**config.mk**
```make
export PLATFORM = sky130hd
export DESIGN_NAME = muldiv_ctrl
export DESIGN_NICKNAME = d
export VERILOG_FILES = /design/src/rtl/mips_md_pkg.sv /design/src/rtl/muldiv_core.sv /design/src/rtl/muldiv_ctrl.sv
export SDC_FILE = /design/constraint.sdc
export NUM_CORES = 1
export LEC_CHECK = 0
export CAP_MARGIN = 20
export CORE_MARGIN = 2
export CORE_UTILIZATION = 60
export CTS_BUF_LIST = sky130_fd_sc_hd__clkbuf_16
export CTS_CLUSTER_DIAMETER = 120
export CTS_CLUSTER_SIZE = 14
export DETAILED_ROUTE_END_ITERATION = 10
export GPL_TIMING_DRIVEN = 0
export PLACE_DENSITY = 0.81
export SLEW_MARGIN = 20
export SYNTH_ARGS = -nofsm -noshare
export SYNTH_HDL_FRONTEND = slang
export SYNTH_HIERARCHICAL = 1
export SYNTH_SLANG_ARGS = --single-unit
```
**constraint.sdc**
```tcl
create_clock -name clk -period 6 [get_ports clk]
set_clock_uncertainty 0.2 [all_clocks]
set_input_delay 0.9 -clock clk [delete_from_list [all_inputs] [get_ports clk]]
set_output_delay 0.9 -clock clk [all_outputs]
set_load 0.01 [all_outputs]
```
**src/rtl/mips_md_pkg.sv**
```systemverilog
// Encodings, state enum and constants shared by the HI/LO multiply/divide sequencer.
package mips_md_pkg;

   typedef enum logic [1:0] {
      MD_MULT  = 2'b00,
      MD_MULTU = 2'b01,
      MD_DIV   = 2'b10,
      MD_DIVU  = 2'b11
   } md_op_e;

   typedef enum logic [1:0] {
      IDLE = 2'b00,
      MUL  = 2'b01,
      DIV  = 2'b10,
      FIX  = 2'b11
   } md_state_e;

   localparam int unsigned MD_ITERS   = 32;
   localparam logic [31:0] MD_DIV0_LO = 32'hFFFF_FFFF;

   function automatic logic [31:0] md_mag(input logic [31:0] v, input logic neg);
      if (neg) begin
         return ~v + 32'd1;
      end else begin
         return v;
      end
   endfunction

endpackage

```
**src/rtl/muldiv_core.sv**
```systemverilog
// Datapath for the sequencer: shift-add accumulator, restoring divider and
// final two's-complement sign correction, driven by strobes from muldiv_ctrl.
module muldiv_core
   import mips_md_pkg::*;
#(
   parameter int WIDTH = 32
) (
   input  logic             clk,
   input  logic             rst,
   input  logic             load_i,
   input  logic             step_mul_i,
   input  logic             step_div_i,
   input  logic             fix_i,
   input  logic [1:0]       op_i,
   input  logic [WIDTH-1:0] a_i,
   input  logic [WIDTH-1:0] b_i,
   output logic [WIDTH-1:0] res_hi_o,
   output logic [WIDTH-1:0] res_lo_o
);

   logic [2*WIDTH-1:0] acc_q;
   logic [WIDTH-1:0]   rem_q;
   logic [WIDTH-1:0]   quo_q;
   logic [WIDTH-1:0]   m_q;
   logic               is_div_q;
   logic               neg_prod_q;
   logic               neg_quo_q;
   logic               neg_rem_q;
   logic               div0_q;

   logic               sgn_op_s;
   logic               sa_s;
   logic               sb_s;
   logic [WIDTH:0]     sum_s;
   logic [WIDTH:0]     rsh_s;
   logic               q_bit_s;
   logic [2*WIDTH-1:0] prod_fix_s;
   logic [WIDTH-1:0]   quo_fix_s;
   logic [WIDTH-1:0]   rem_fix_s;

   assign sgn_op_s = (op_i == MD_MULT) || (op_i == MD_DIV);
   assign sa_s     = sgn_op_s & a_i[WIDTH-1];
   assign sb_s     = sgn_op_s & b_i[WIDTH-1];

   // Multiplier bits shift out of the low half while partial sums enter the top.
   assign sum_s   = {1'b0, acc_q[2*WIDTH-1:WIDTH]} + (acc_q[0] ? {1'b0, m_q} : {(WIDTH+1){1'b0}});
   assign rsh_s   = {rem_q, quo_q[WIDTH-1]};
   assign q_bit_s = (rsh_s >= {1'b0, m_q});

   // Operand latch and one iteration per strobe.
   always_ff @(posedge clk or posedge rst) begin
      if (rst) begin
         acc_q      <= {(2*WIDTH){1'b0}};
         rem_q      <= {WIDTH{1'b0}};
         quo_q      <= {WIDTH{1'b0}};
         m_q        <= {WIDTH{1'b0}};
         is_div_q   <= 1'b0;
         neg_prod_q <= 1'b0;
         neg_quo_q  <= 1'b0;
         neg_rem_q  <= 1'b0;
         div0_q     <= 1'b0;
      end else if (load_i) begin
         is_div_q   <= op_i[1];
         neg_prod_q <= sa_s ^ sb_s;
         neg_quo_q  <= sa_s ^ sb_s;
         neg_rem_q  <= sa_s;
         div0_q     <= (b_i == {WIDTH{1'b0}});
         rem_q      <= {WIDTH{1'b0}};
         if (op_i[1]) begin
            m_q   <= md_mag(b_i, sb_s);
            quo_q <= md_mag(a_i, sa_s);
            acc_q <= {(2*WIDTH){1'b0}};
         end else begin
            m_q   <= md_mag(a_i, sa_s);
            acc_q <= {{WIDTH{1'b0}}, md_mag(b_i, sb_s)};
            quo_q <= {WIDTH{1'b0}};
         end
      end else if (step_mul_i) begin
         acc_q <= {sum_s, acc_q[WIDTH-1:1]};
      end else if (step_div_i) begin
         rem_q <= q_bit_s ? (rsh_s[WIDTH-1:0] - m_q) : rsh_s[WIDTH-1:0];
         quo_q <= {quo_q[WIDTH-2:0], q_bit_s};
      end
   end

   assign prod_fix_s = neg_prod_q ? (-acc_q) : acc_q;
   assign quo_fix_s  = neg_quo_q ? (-quo_q) : quo_q;
   assign rem_fix_s  = neg_rem_q ? (-rem_q) : rem_q;

   // Corrected result, presented only while the FSM is in FIX.
   always_comb begin
      res_hi_o = {WIDTH{1'b0}};
      res_lo_o = {WIDTH{1'b0}};
      if (!fix_i) begin
         res_hi_o = {WIDTH{1'b0}};
         res_lo_o = {WIDTH{1'b0}};
      end else if (is_div_q) begin
         res_hi_o = rem_fix_s;
         res_lo_o = div0_q ? MD_DIV0_LO : quo_fix_s;
      end else begin
         res_hi_o = prod_fix_s[2*WIDTH-1:WIDTH];
         res_lo_o = prod_fix_s[WIDTH-1:0];
      end
   end

endmodule

```
**src/rtl/muldiv_ctrl.sv**
```systemverilog
// Multiply/divide sequencer: owns HI/LO, runs the 32-iteration FSM and
// generates the decode-stage interlock for MFHI/MFLO and back-to-back ops.
module muldiv_ctrl
   import mips_md_pkg::*;
#(
   parameter int WIDTH = 32
) (
   input  logic             clk,
   input  logic             rst,
   input  logic             start_E,
   input  logic [1:0]       op_E,
   input  logic [WIDTH-1:0] src_a_E,
   input  logic [WIDTH-1:0] src_b_E,
   input  logic             mt_hi_E,
   input  logic             mt_lo_E,
   input  logic             mf_req_D,
   input  logic             md_req_D,
   output logic             stall_D,
   output logic             busy,
   output logic             done,
   output logic [WIDTH-1:0] hi,
   output logic [WIDTH-1:0] lo
);

   localparam logic [4:0] LAST_ITER = 5'(MD_ITERS - 1);

   md_state_e        state_q, state_d;
   logic [4:0]       cnt_q, cnt_d;
   logic [WIDTH-1:0] hi_q, hi_d;
   logic [WIDTH-1:0] lo_q, lo_d;
   logic             busy_q, busy_d;
   logic             done_q, done_d;

   logic             load_s;
   logic             step_mul_s;
   logic             step_div_s;
   logic             fix_s;
   logic [WIDTH-1:0] res_hi_s;
   logic [WIDTH-1:0] res_lo_s;

   muldiv_core #(.WIDTH(WIDTH)) u_core (
      .clk        (clk),
      .rst        (rst),
      .load_i     (load_s),
      .step_mul_i (step_mul_s),
      .step_div_i (step_div_s),
      .fix_i      (fix_s),
      .op_i       (op_E),
      .a_i        (src_a_E),
      .b_i        (src_b_E),
      .res_hi_o   (res_hi_s),
      .res_lo_o   (res_lo_s)
   );

   // State, counter and architectural register updates.
   always_ff @(posedge clk or posedge rst) begin
      if (rst) begin
         state_q <= IDLE;
         cnt_q   <= 5'd0;
         hi_q    <= {WIDTH{1'b0}};
         lo_q    <= {WIDTH{1'b0}};
         busy_q  <= 1'b0;
         done_q  <= 1'b0;
      end else begin
         state_q <= state_d;
         cnt_q   <= cnt_d;
         hi_q    <= hi_d;
         lo_q    <= lo_d;
         busy_q  <= busy_d;
         done_q  <= done_d;
      end
   end

   // Next-state logic and datapath strobes.
   always_comb begin
      state_d    = state_q;
      cnt_d      = cnt_q;
      load_s     = 1'b0;
      step_mul_s = 1'b0;
      step_div_s = 1'b0;
      fix_s      = 1'b0;
      case (state_q)
         IDLE: begin
            if (start_E) begin
               load_s  = 1'b1;
               cnt_d   = 5'd0;
               state_d = op_E[1] ? DIV : MUL;
            end else begin
               state_d = IDLE;
            end
         end
         MUL: begin
            step_mul_s = 1'b1;
            cnt_d      = cnt_q + 5'd1;
            if (cnt_q == LAST_ITER) begin
               state_d = FIX;
            end else begin
               state_d = MUL;
            end
         end
         DIV: begin
            step_div_s = 1'b1;
            cnt_d      = cnt_q + 5'd1;
            if (cnt_q == LAST_ITER) begin
               state_d = FIX;
            end else begin
               state_d = DIV;
            end
         end
         FIX: begin
            fix_s   = 1'b1;
            state_d = IDLE;
         end
         default: begin
            state_d = IDLE;
         end
      endcase
   end

   // MTHI/MTLO only land when the unit is idle and not being started.
   always_comb begin
      hi_d   = hi_q;
      lo_d   = lo_q;
      busy_d = (state_d != IDLE);
      done_d = (state_q == FIX);
      if (state_q == FIX) begin
         hi_d = res_hi_s;
         lo_d = res_lo_s;
      end else if ((state_q == IDLE) && !start_E) begin
         hi_d = mt_hi_E ? src_a_E : hi_q;
         lo_d = mt_lo_E ? src_a_E : lo_q;
      end else begin
         hi_d = hi_q;
         lo_d = lo_q;
      end
   end

   assign stall_D = ~rst & (busy_q | start_E) & (mf_req_D | md_req_D);
   assign busy    = busy_q;
   assign done    = done_q;
   assign hi      = hi_q;
   assign lo      = lo_q;

endmodule
```
Yosys cells after proc, flatten, opt, wreduce, memory -nomap -nowiden
Cells that the tools add are included.
{ "op_classes": {"add_sub_neg": 8, "order_cmp": 1, "n_eq_ne": 7, "n_mux": 41, "bitwise": 10, "n_reduce_logical": 18} }
{ "op_table": {"columns": ["operator", "count"], "rows": [
  ["$mux W32", 26],
  ["$mux W64", 3],
  ["$add A32 B1 Y32 const B", 2],
  ["$neg A32 Y32", 2],
  ["$neg A64 Y64", 1],
  ["$not A32 Y32", 2],
  ["$add A32 B33 Y33", 1],
  ["$ge A33 B32 Y1", 1],
  ["$logic_not A32 Y1", 1],
  ["$sub A32 B32 Y32", 1],
  ["$reduce_bool A2 Y1", 7],
  ["$pmux W5 S2", 1],
  ["$pmux W2 S4", 1],
  ["$reduce_and A2 Y1", 4],
  ["$eq A2 B2 Y1 const B", 3],
  ["$mux W1", 6],
  ["$mux W2", 3],
  ["$add A5 B1 Y5 const B", 1],
  ["$eq A5 B5 Y1 const B", 1],
  ["$mux W5", 1],
  ["$and A1 B1 Y1", 4],
  ["$logic_not A2 Y1", 2],
  ["$ne A2 B2 Y1 const B", 2],
  ["$eq A2 B1 Y1 const B", 1],
  ["other kinds (7)", 8]
]} }
{ "totals": {"register_bits": 237, "elab_cells": 99} }

Depth between registers and ports, before layout
Gate-level depths: netlist (run 1).
{ "depth": {"word_depth": 6, "ltp_mapped": 15, "depth_no_buf": 14} }

Cells and area by module
Netlist (run 1), hierarchy kept.
{ "modules_own_cells": {"columns": ["module", "instances", "cells_each", "area_per_inst_um2"], "rows": [
  ["muldiv_core", 1, 1911, 15115.7],
  ["muldiv_ctrl", 1, 401, 3532.1]
]} }

Worst setup path before layout (run 1)
Ideal clock, no wire load.
{ "synth_timing": {"kind": "reg2reg", "startpoint": "register u_core.quo_q[31]", "endpoint": "register u_core.rem_q[30]", "arrival_ps": 3179, "required_ps": 5674, "path_slack_ps": 2495, "stages_incl_launch_ff": 15, "path_buffers": 0, "cell_sequence": "dfrtp_1 -> inv_1 -> ha_1 -> inv_1 -> fa_1 -> a21o_1 -> a31o_2 -> a2111oi_0 -> nor3_1 -> a21boi_0 -> o311ai_0 -> nand3_1 -> a21boi_0 -> mux2i_1 -> a221o_1"} }
{ "synth_between": {"elab_chain_cells": 5, "word_cells_on_any_way": 6, "classes_between": "1 x add/sub; 1 x order compare; 4 x mux"} }
{ "synth_lines": {"columns": ["item", "line", "text"], "rows": [
  ["start: declaration", "muldiv_core.sv:23", "logic [WIDTH-1:0] quo_q;"],
  ["start signal: assignment", "muldiv_core.sv:55", "quo_q <= {WIDTH{1'b0}};"],
  ["start signal: assignment", "muldiv_core.sv:71", "quo_q <= md_mag(a_i, sa_s);"],
  ["start signal: assignment", "muldiv_core.sv:76", "quo_q <= {WIDTH{1'b0}};"],
  ["$sub A32 B32 Y32 / $ge A33 B32 Y1 (equally long branches)", "muldiv_core.sv:81, muldiv_core.sv:48", null],
  ["$mux W32 (*)", "muldiv_core.sv:81", "rem_q <= q_bit_s ? (rsh_s[WIDTH-1:0] - m_q) : rsh_s[WIDTH-1:0];"],
  ["$mux W32 (*)", "muldiv_core.sv:80", "end else if (step_div_i) begin"],
  ["$mux W32 (*)", "muldiv_core.sv:78", "end else if (step_mul_i) begin"],
  ["$mux W32 (*)", "muldiv_core.sv:62", "end else if (load_i) begin"],
  ["end signal: assignment", "muldiv_core.sv:54", "rem_q <= {WIDTH{1'b0}};"],
  ["end signal: assignment", "muldiv_core.sv:68", "rem_q <= {WIDTH{1'b0}};"],
  ["end signal: assignment", "muldiv_core.sv:81", null],
  ["end: declaration", "muldiv_core.sv:22", "logic [WIDTH-1:0] rem_q;"]
]} }
Every way passes the cells marked *; elsewhere a longest branch is shown, timed or not. The select of a mux whose other input is x is not followed.
A chain may end at the register's enable or synchronous reset.

Worst setup path in the final report (run 1)
{ "layout_timing": {"startpoint": "register u_core.acc_q[0]", "endpoint": "register hi_q[18] (netlist: hi[18])"} }
{ "layout_between": {"elab_chain_cells": 5} }
{ "layout_lines": {"columns": ["item", "line", "text"], "rows": [
  ["start: declaration", "muldiv_core.sv:21", "logic [2*WIDTH-1:0] acc_q;"],
  ["start signal: assignment", "muldiv_core.sv:53", "acc_q <= {(2*WIDTH){1'b0}};"],
  ["start signal: assignment", "muldiv_core.sv:72", "acc_q <= {(2*WIDTH){1'b0}};"],
  ["start signal: assignment", "muldiv_core.sv:75", "acc_q <= {{WIDTH{1'b0}}, md_mag(b_i, sb_s)};"],
  ["$neg A64 Y64", "muldiv_core.sv:86", "assign prod_fix_s = neg_prod_q ? (-acc_q) : acc_q;"],
  ["$mux W64", "muldiv_core.sv:86", null],
  ["$mux W32", "muldiv_core.sv:97", "end else if (is_div_q) begin"],
  ["$mux W32", "muldiv_core.sv:94", "if (!fix_i) begin"],
  ["via res_hi_s[18]", "muldiv_ctrl.sv:38", "logic [WIDTH-1:0] res_hi_s;"],
  ["$mux W32", "muldiv_ctrl.sv:126", "if (state_q == FIX) begin"],
  ["end signal: assignment", "muldiv_ctrl.sv:60", "hi_q <= {WIDTH{1'b0}};"],
  ["end signal: assignment", "muldiv_ctrl.sv:67", "hi_q <= hi_d;"],
  ["end: declaration", "muldiv_ctrl.sv:29", "logic [WIDTH-1:0] hi_q, hi_d;"]
]} }
The timed path passes the listed nets, and every way through them passes these cells.

==> impl_metrics.py, run 1 <==
metrics = {
    "outcome": {
        "status": "completed",
    },
    "cts": {
        "cts.sinks": 237,
        "cts_buffer_depth": 3,
        "hold_buffers": 0,
        "path_clk_slew_ns": 0.07,
        "clock_latency_ns": 0.53,
        "cts_max_level": 1,
        "tritoncts": "built",
        "cts_root_buf": "clkbuf_16",
        "ctsResizeCount": 0,
        "post_cts.repair.setup_buffers": 0,
        "cts_buffers": 20,
    },
    "synth": {
        "synth_most_common_cell": "a21oi_1",
        "synth_cells": 2312,
        "ys_top_cells_by_count": "261 x a21oi_1, 248 x nand2_1, 237 x dfrtp_1",
        "syn_area_mm2": 0.0186,
        "synth-seq-area-share": 0.318,
        "synth_top_flop_cell": "dfrtp_1",
        "synth_area_per_cell_um2": 8.07,
        "synth_seq_cells": 237,
        "synth_top_cell_by_area": "dfrtp_1",
        "ys_warn_count": 6,
        "synth_nets": 2463,
        "yosys-top-cells-area": "dfrtp_1 32%, a21oi_1 7.0%, xor2_1 5.6%, xnor2_1 5.3%, ha_1 5.1%",
        "netlist.area_leader.share": 0.318,
        "ys_async_sr_fraction": 1.00,
        "synth_edf_count": 0,
        "synth_cell_types": 77,
    },
    "final_layout": {
        "fin_util": 0.691,
        "final_cells": 2872,
        "drive_gt1_frac": 0.0291,
        "area_delta_synth_final_pct": 13.3,
        "finalNetCount": 2625,
    },
    "timing": {
        "rsz0062_at_grt": "false",
        "tightest_slew_ns": 0.959,
        "finalMaxSlewViolations": 0,
        "final_hold_viol_count": 0,
        "fin_crit_ns": 4.65,
        "setup_viol": 0,
        "max_slew_margin": 0.361,
        "fmax_mhz": 215,
        "period_share": 0.775,
    },
    "floorplanning": {
        "die_h_um": 180,
        "initial_core_util": 0.610,
        "core_area_mm2": 0.0306,
        "core.rowCount": 64,
        "dieArea_mm2": 0.0325,
        "ios": 140,
        "die_w_um": 180,
    },
    "setup_path": {
        "crit_slowest_cell": "dfrtp_1",
        "r2r-start": "u_core/acc_q[0]",
        "cp_cell_sequence": "inv_1, clkbuf_1, ha_1, nand2b_1, nor3_2, nand3_2, or2_4, or4_4, or2_4, o31ai_2, xnor2_1, nor2_1, a211oi_1, nor2b_1, a21oi_1",
        "arrival_ns": 4.90,
        "cpMostUsedCell": "or2_4",
        "crit_path_start_kind": "register",
        "path_class": "reg2reg",
        "worstPathRequired_ns": 6.25,
        "crit_buf_inv": 2,
        "max_stage_delay_ns": 0.55,
        "critPathTopFamily": "simple AND/OR/NAND/NOR gates",
        "cp-end-kind": "register",
        "crit_fanout": 10,
        "crit_start": "u_core/acc_q[0]",
    },
    "routing": {
        "drc": 0,
        "vias": 19418,
        "drt_iter0_drc": 3153,
        "postRouteAntennaNets": 0,
        "totalWireLength_um": 69800,
        "wl_per_cell_um": 24.3,
        "vias_per_cell": 6.76,
        "drtPass1Iterations": 9,
    },
    "hold_path": {
        "hp-start": "cnt_q[4]",
        "min_path_type": "reg2reg",
    },
    "pwr": {
        "switching_power_mw": 4.96,
        "clockPowerShare": 0.123,
        "p_leak_nw": 9.17,
        "ir_drop_mv": 0.259,
        "power_density_mw_per_mm2": 468,
        "power_frac_seq": 0.294,
        "p_int_mw": 4.92,
        "share_comb_of_total_power": 0.583,
        "switching_share": 0.502,
    },
    "grt": {
        "antenna_found_initial": 1,
        "grt_first_pass_wirelength_um": 105000,
        "first_global_vias": 17807,
        "grt_start_max_net_pins": 108,
        "grt_remaining_overflow": 0,
        "grt_usage": 0.416,
    },
    "placed_design": {
        "post-dp-hpwl_um": 55200,
        "placed_cells": 2848,
        "globalplace.congestion": 1.16,
        "port-buffer-count": 138,
    },
    "flow_run": {
        "maxCapViolCount": 0,
    },
}
-- kinds of logic (layout without fill, tap and decap cells) --
logic type,Yosys count,after routing,share of synthesized area
AOI/OAI and AO/OA,730,730,0.239
xor gates and xnor gates,232,232,0.109
adders and majority gates,78,78,0.0531
buffers and inverters,204,366,0.0421
DFF,237,237,0.318
muxes,87,87,0.0471
other,0,2,0
and+or+nand+nor,744,744,0.192
-- power by group through the flow --
stage / combinational (mW) / sequential (mW) / clock (mW)
4_1_cts: 5.48 / 2.86 / 1.22
6_report: 5.76 / 2.91 / 1.22
3_3_place_gp: 5.34 / 2.86 / 0
3_5_place_dp: 5.46 / 2.89 / 0
5_1_grt: 6.09 / 2.96 / 1.28
2_1_floorplan: 3.42 / 2.78 / 0
-- routing by layer --
metal,global-route usage,wire (um),share of wire
met4,0.158,3430,0.049
met1,0.567,27300,0.39
met5,0,0,0
met3,0.119,9550,0.14
met2,0.628,29600,0.42
-- registers in the layout (all words and copies together) (netlist names), 2 cells and up --
| name | count |
|---|---|
| u_core/acc_q | 64 |
| hi | 32 |
| lo | 32 |
| u_core/m_q | 32 |
| u_core/quo_q | 32 |
| u_core/rem_q | 32 |
| cnt_q | 5 |
| state_q | 2 |
-- cell usage in the layout (no fill, tap or decap), types with 31 or more instances in the layout --
| cell type | count |
|---|---|
| nor2_1 | 194 |
| clkdlybuf4s50_1 | 138 |
| a21o_1 | 38 |
| o21ai_0 | 181 |
| xnor2_1 | 112 |
| nor3_1 | 35 |
| mux2i_1 | 81 |
| xor2_1 | 120 |
| inv_1 | 70 |
| a21oi_1 | 261 |
| nand2_1 | 248 |
| ha_1 | 76 |
| nand3_1 | 31 |
| nor2b_1 | 78 |
| dfrtp_1 | 237 |
| o31ai_1 | 39 |
| o22ai_1 | 32 |
| clkbuf_1 | 98 |
-- worst paths after layout --
path,endpoint,slack [ns],cells past startpoint
min,cnt_q[4],0.30,1
max in group asynchronous,u_core/acc_q[46],3.98,3
min reg2reg,cnt_q[4],0.30,1
max reg2reg,hi[18],1.35,15
min in group asynchronous,hi[24],0.66,2
max,hi[18],1.35,15
-- stage by stage --
stage	TNS (ns)	setup WS [ns]	hold slack [ns]	total power [mW]	area, um2
after floorplan	0	0.467	0.272	6.20	18600
after global placement	-293.16	-1.80	0.283	8.20	20500
after detailed placement	0	1.26	0.297	8.34	20600
after CTS	0	1.56	0.311	9.56	21100
after global routing	0	1.23	0.324	10.3	21100
final	0	1.35	0.301	9.89	21100
-- area by class of cell --
| type | count | area, um2 |
|---|---|---|
| Multi-Input combinational cell | 1871 | 11900 |
| Fill cell | 2542 | 9470 |
| Sequential cell | 237 | 5930 |
| Timing Repair Buffer | 140 | 1440 |
| Clock buffer | 21 | 526 |
| Buffer | 131 | 510 |
| Tap cell | 396 | 495 |
| Inverter | 73 | 284 |
| Antenna cell | 2 | 5.00 |
| Clock inverter | 1 | 3.75 |
-- worst reg2reg max path, cell delays in order, from the launching register on --
cell and delay [ns]:
dfrtp_1 0.55, inv_1 0.28, clkbuf_1 0.52, ha_1 0.31
nand2b_1 0.17, nor3_2 0.28, nand3_2 0.15, or2_4 0.28
or4_4 0.52, or2_4 0.29, o31ai_2 0.21, xnor2_1 0.30
nor2_1 0.08, a211oi_1 0.24, nor2b_1 0.09, a21oi_1 0.11
(Power assumes the default switching activity.)
==> run 2, diff against run 1 <==
==> constraint.sdc (replaced) <==
create_clock -name clk -period 4.3 [get_ports clk]
set_clock_uncertainty 0.2 [all_clocks]
set_input_delay 0.645 -clock clk [delete_from_list [all_inputs] [get_ports clk]]
set_output_delay 0.645 -clock clk [all_outputs]
set_load 0.01 [all_outputs]
==> run 2 against run 1 <==
Non-clock buffer count grew 4. Largest power group unchanged. Sequential power grew 38%. Cell count is essentially flat. Flip-flop and latch count is the same. First-iteration DRC count shrank 12%. Core utilization grew 0.30 points. Count of clock-buffer cells in the layout is the same. Global-route usage grew 1.7 points. Critical path type is now in2reg. Critical path depth shrank 4.
==> impl_metrics.py, run 2 (synthesized netlist as in run 1, its figures left out) <==
metrics = {
    "grt": {
        "grt_remaining_overflow": 0,
        "grt_first_pass_wirelength_um": 108000,
        "grt_usage": 0.433,
        "first_global_vias": 17873,
        "antenna_found_initial": 1,
        "grt_start_max_net_pins": 57,
    },
    "flow_run": {
        "maxCapViolCount": 0,
    },
    "cts": {
        "cts_buffers": 20,
        "cts_buffer_depth": 3,
        "cts_max_level": 1,
        "hold_buffers": 0,
        "cts_root_buf": "clkbuf_16",
        "clock_latency_ns": 0.53,
        "tritoncts": "built",
        "path_clk_slew_ns": 0.07,
        "cts.sinks": 237,
    },
    "routing": {
        "vias_per_cell": 6.75,
        "vias": 19390,
        "drt_iter0_drc": 2778,
        "totalWireLength_um": 72600,
        "postRouteAntennaNets": 0,
        "drc": 0,
        "wl_per_cell_um": 25.3,
        "drtPass1Iterations": 7,
    },
    "placed_design": {
        "post-dp-hpwl_um": 57700,
        "placed_cells": 2852,
        "globalplace.congestion": 1.07,
        "port-buffer-count": 138,
        "dp_slack_ns": -0.236,
    },
    "timing": {
        "setup_slack_ns": 0.0538,
        "rsz0062_at_grt": "false",
        "setup_viol": 0,
        "tightest_slew_ns": 1.03,
        "finalMaxSlewViolations": 0,
        "max_slew_margin": 0.309,
        "fmax_mhz": 236,
        "final_hold_viol_count": 0,
        "holdWs_ns": 0.308,
        "tns_ns": 0,
        "period_share": 0.987,
        "fin_crit_ns": 4.25,
    },
    "floorplanning": {
        "ios": 140,
        "core.rowCount": 64,
        "dieArea_mm2": 0.0325,
        "die_w_um": 180,
        "initial_core_util": 0.610,
        "core_area_mm2": 0.0306,
        "die_h_um": 180,
    },
    "setup_path": {
        "cp-end-kind": "register",
        "worstPathRequired_ns": 4.52,
        "arrival_ns": 4.46,
        "path_class": "in2reg",
        "crit_path_start_kind": "input pin",
        "crit_fanout": 7,
    },
    "final_layout": {
        "diodes": 0,
        "layout_common_cells": "261 x a21oi_1, 248 x nand2_1, 237 x dfrtp_1, 194 x nor2_1, 180 x o21ai_0",
        "final_cells": 2874,
        "drive_gt1_frac": 0.0335,
        "largest_reg_flops": 64,
        "layout_commonest_cell": "a21oi_1",
        "area_delta_synth_final_pct": 13.8,
        "top_register": "u_core/acc_q",
        "finalNetCount": 2629,
    },
    "outcome": {
        "status": "completed",
    },
    "pwr": {
        "power_density_mw_per_mm2": 658,
        "ir_drop_mv": 0.451,
        "p_leak_nw": 9.21,
    },
    "hold_path": {
        "min_path_type": "reg2reg",
    },
}
-- run 2: cell count changes in the layout (fill, tap and decap cells not counted), moves of 2 or more --
cell,change
buf_12,+5
diode_2,-2
clkbuf_1,-4
clkbuf_2,+3
-- run 2: critical path, cell delays in order --
cell and delay [ns]:
clkdlybuf4s50_1 0.68, inv_1 0.15, ha_1 0.19, nor3b_1 0.35, nor3b_2 0.47, nand3_1 0.24
o31ai_1 0.50, o21ai_0 0.20, xnor2_1 0.41, mux2i_1 0.29, mux2_2 0.33
-- run 2: per-stage QoR --
step                      power (mW)   util  instance area [um2]
after floorplan                 8.65      -                18700
after global placement          11.6  0.671                20500
after detailed placement        11.8  0.675                20700
after CTS                       13.5  0.693                21200
after global routing            14.6  0.694                21200
final                           14.0  0.694                21200
-- run 2: layout make-up --
| class | count | area (um2) |
|---|---|---|
| plain buffers | 131 | 518 |
| inverters | 73 | 280 |
| clock inverters | 1 | 3.75 |
| flip-flops and latches | 237 | 5930 |
| well taps | 396 | 495 |
| fillers | 2530 | 9370 |
| repair buffers | 144 | 1510 |
| multi-input cells | 1871 | 12000 |
| clock buffers | 21 | 526 |
-- run 2: final timing paths --
kind,endpoint,slack (ns),startpoint,cells after the start
hold / removal,cnt_q[4],0.31,cnt_q[4],1
max in group asynchronous,u_core/acc_q[9],2.41,rst,5
hold reg to reg,cnt_q[4],0.31,cnt_q[4],1
setup reg to reg,hi[28],0.07,u_core/acc_q[0],14
setup / recovery,u_core/m_q[30],0.05,src_a_E[0],11
min in group asynchronous,hi[16],0.33,rst,2
-- run 2: timing repair --
item / in CTS / in global routing
gates cloned: 0 / 0
setup buffers: 0 / 0
gates resized for setup: 2 / 14
setup endpoints to repair: 6 / 23
-- run 2: metal layers --
metal,up-vias,global-route usage,part of all wire
met3,172,0.127,0.14
met5,-,0,0.00014
met1,9269,0.600,0.40
met4,2,0.165,0.045
li1,8601,-,-
met2,1346,0.641,0.42
-- run 2: where the power goes --
part           switching, mW  leakage [nW]  internal [mW]
Sequential             0.944          3.06           3.07
Combinational           5.26          5.89           2.96
Clock                  0.857         0.264          0.860
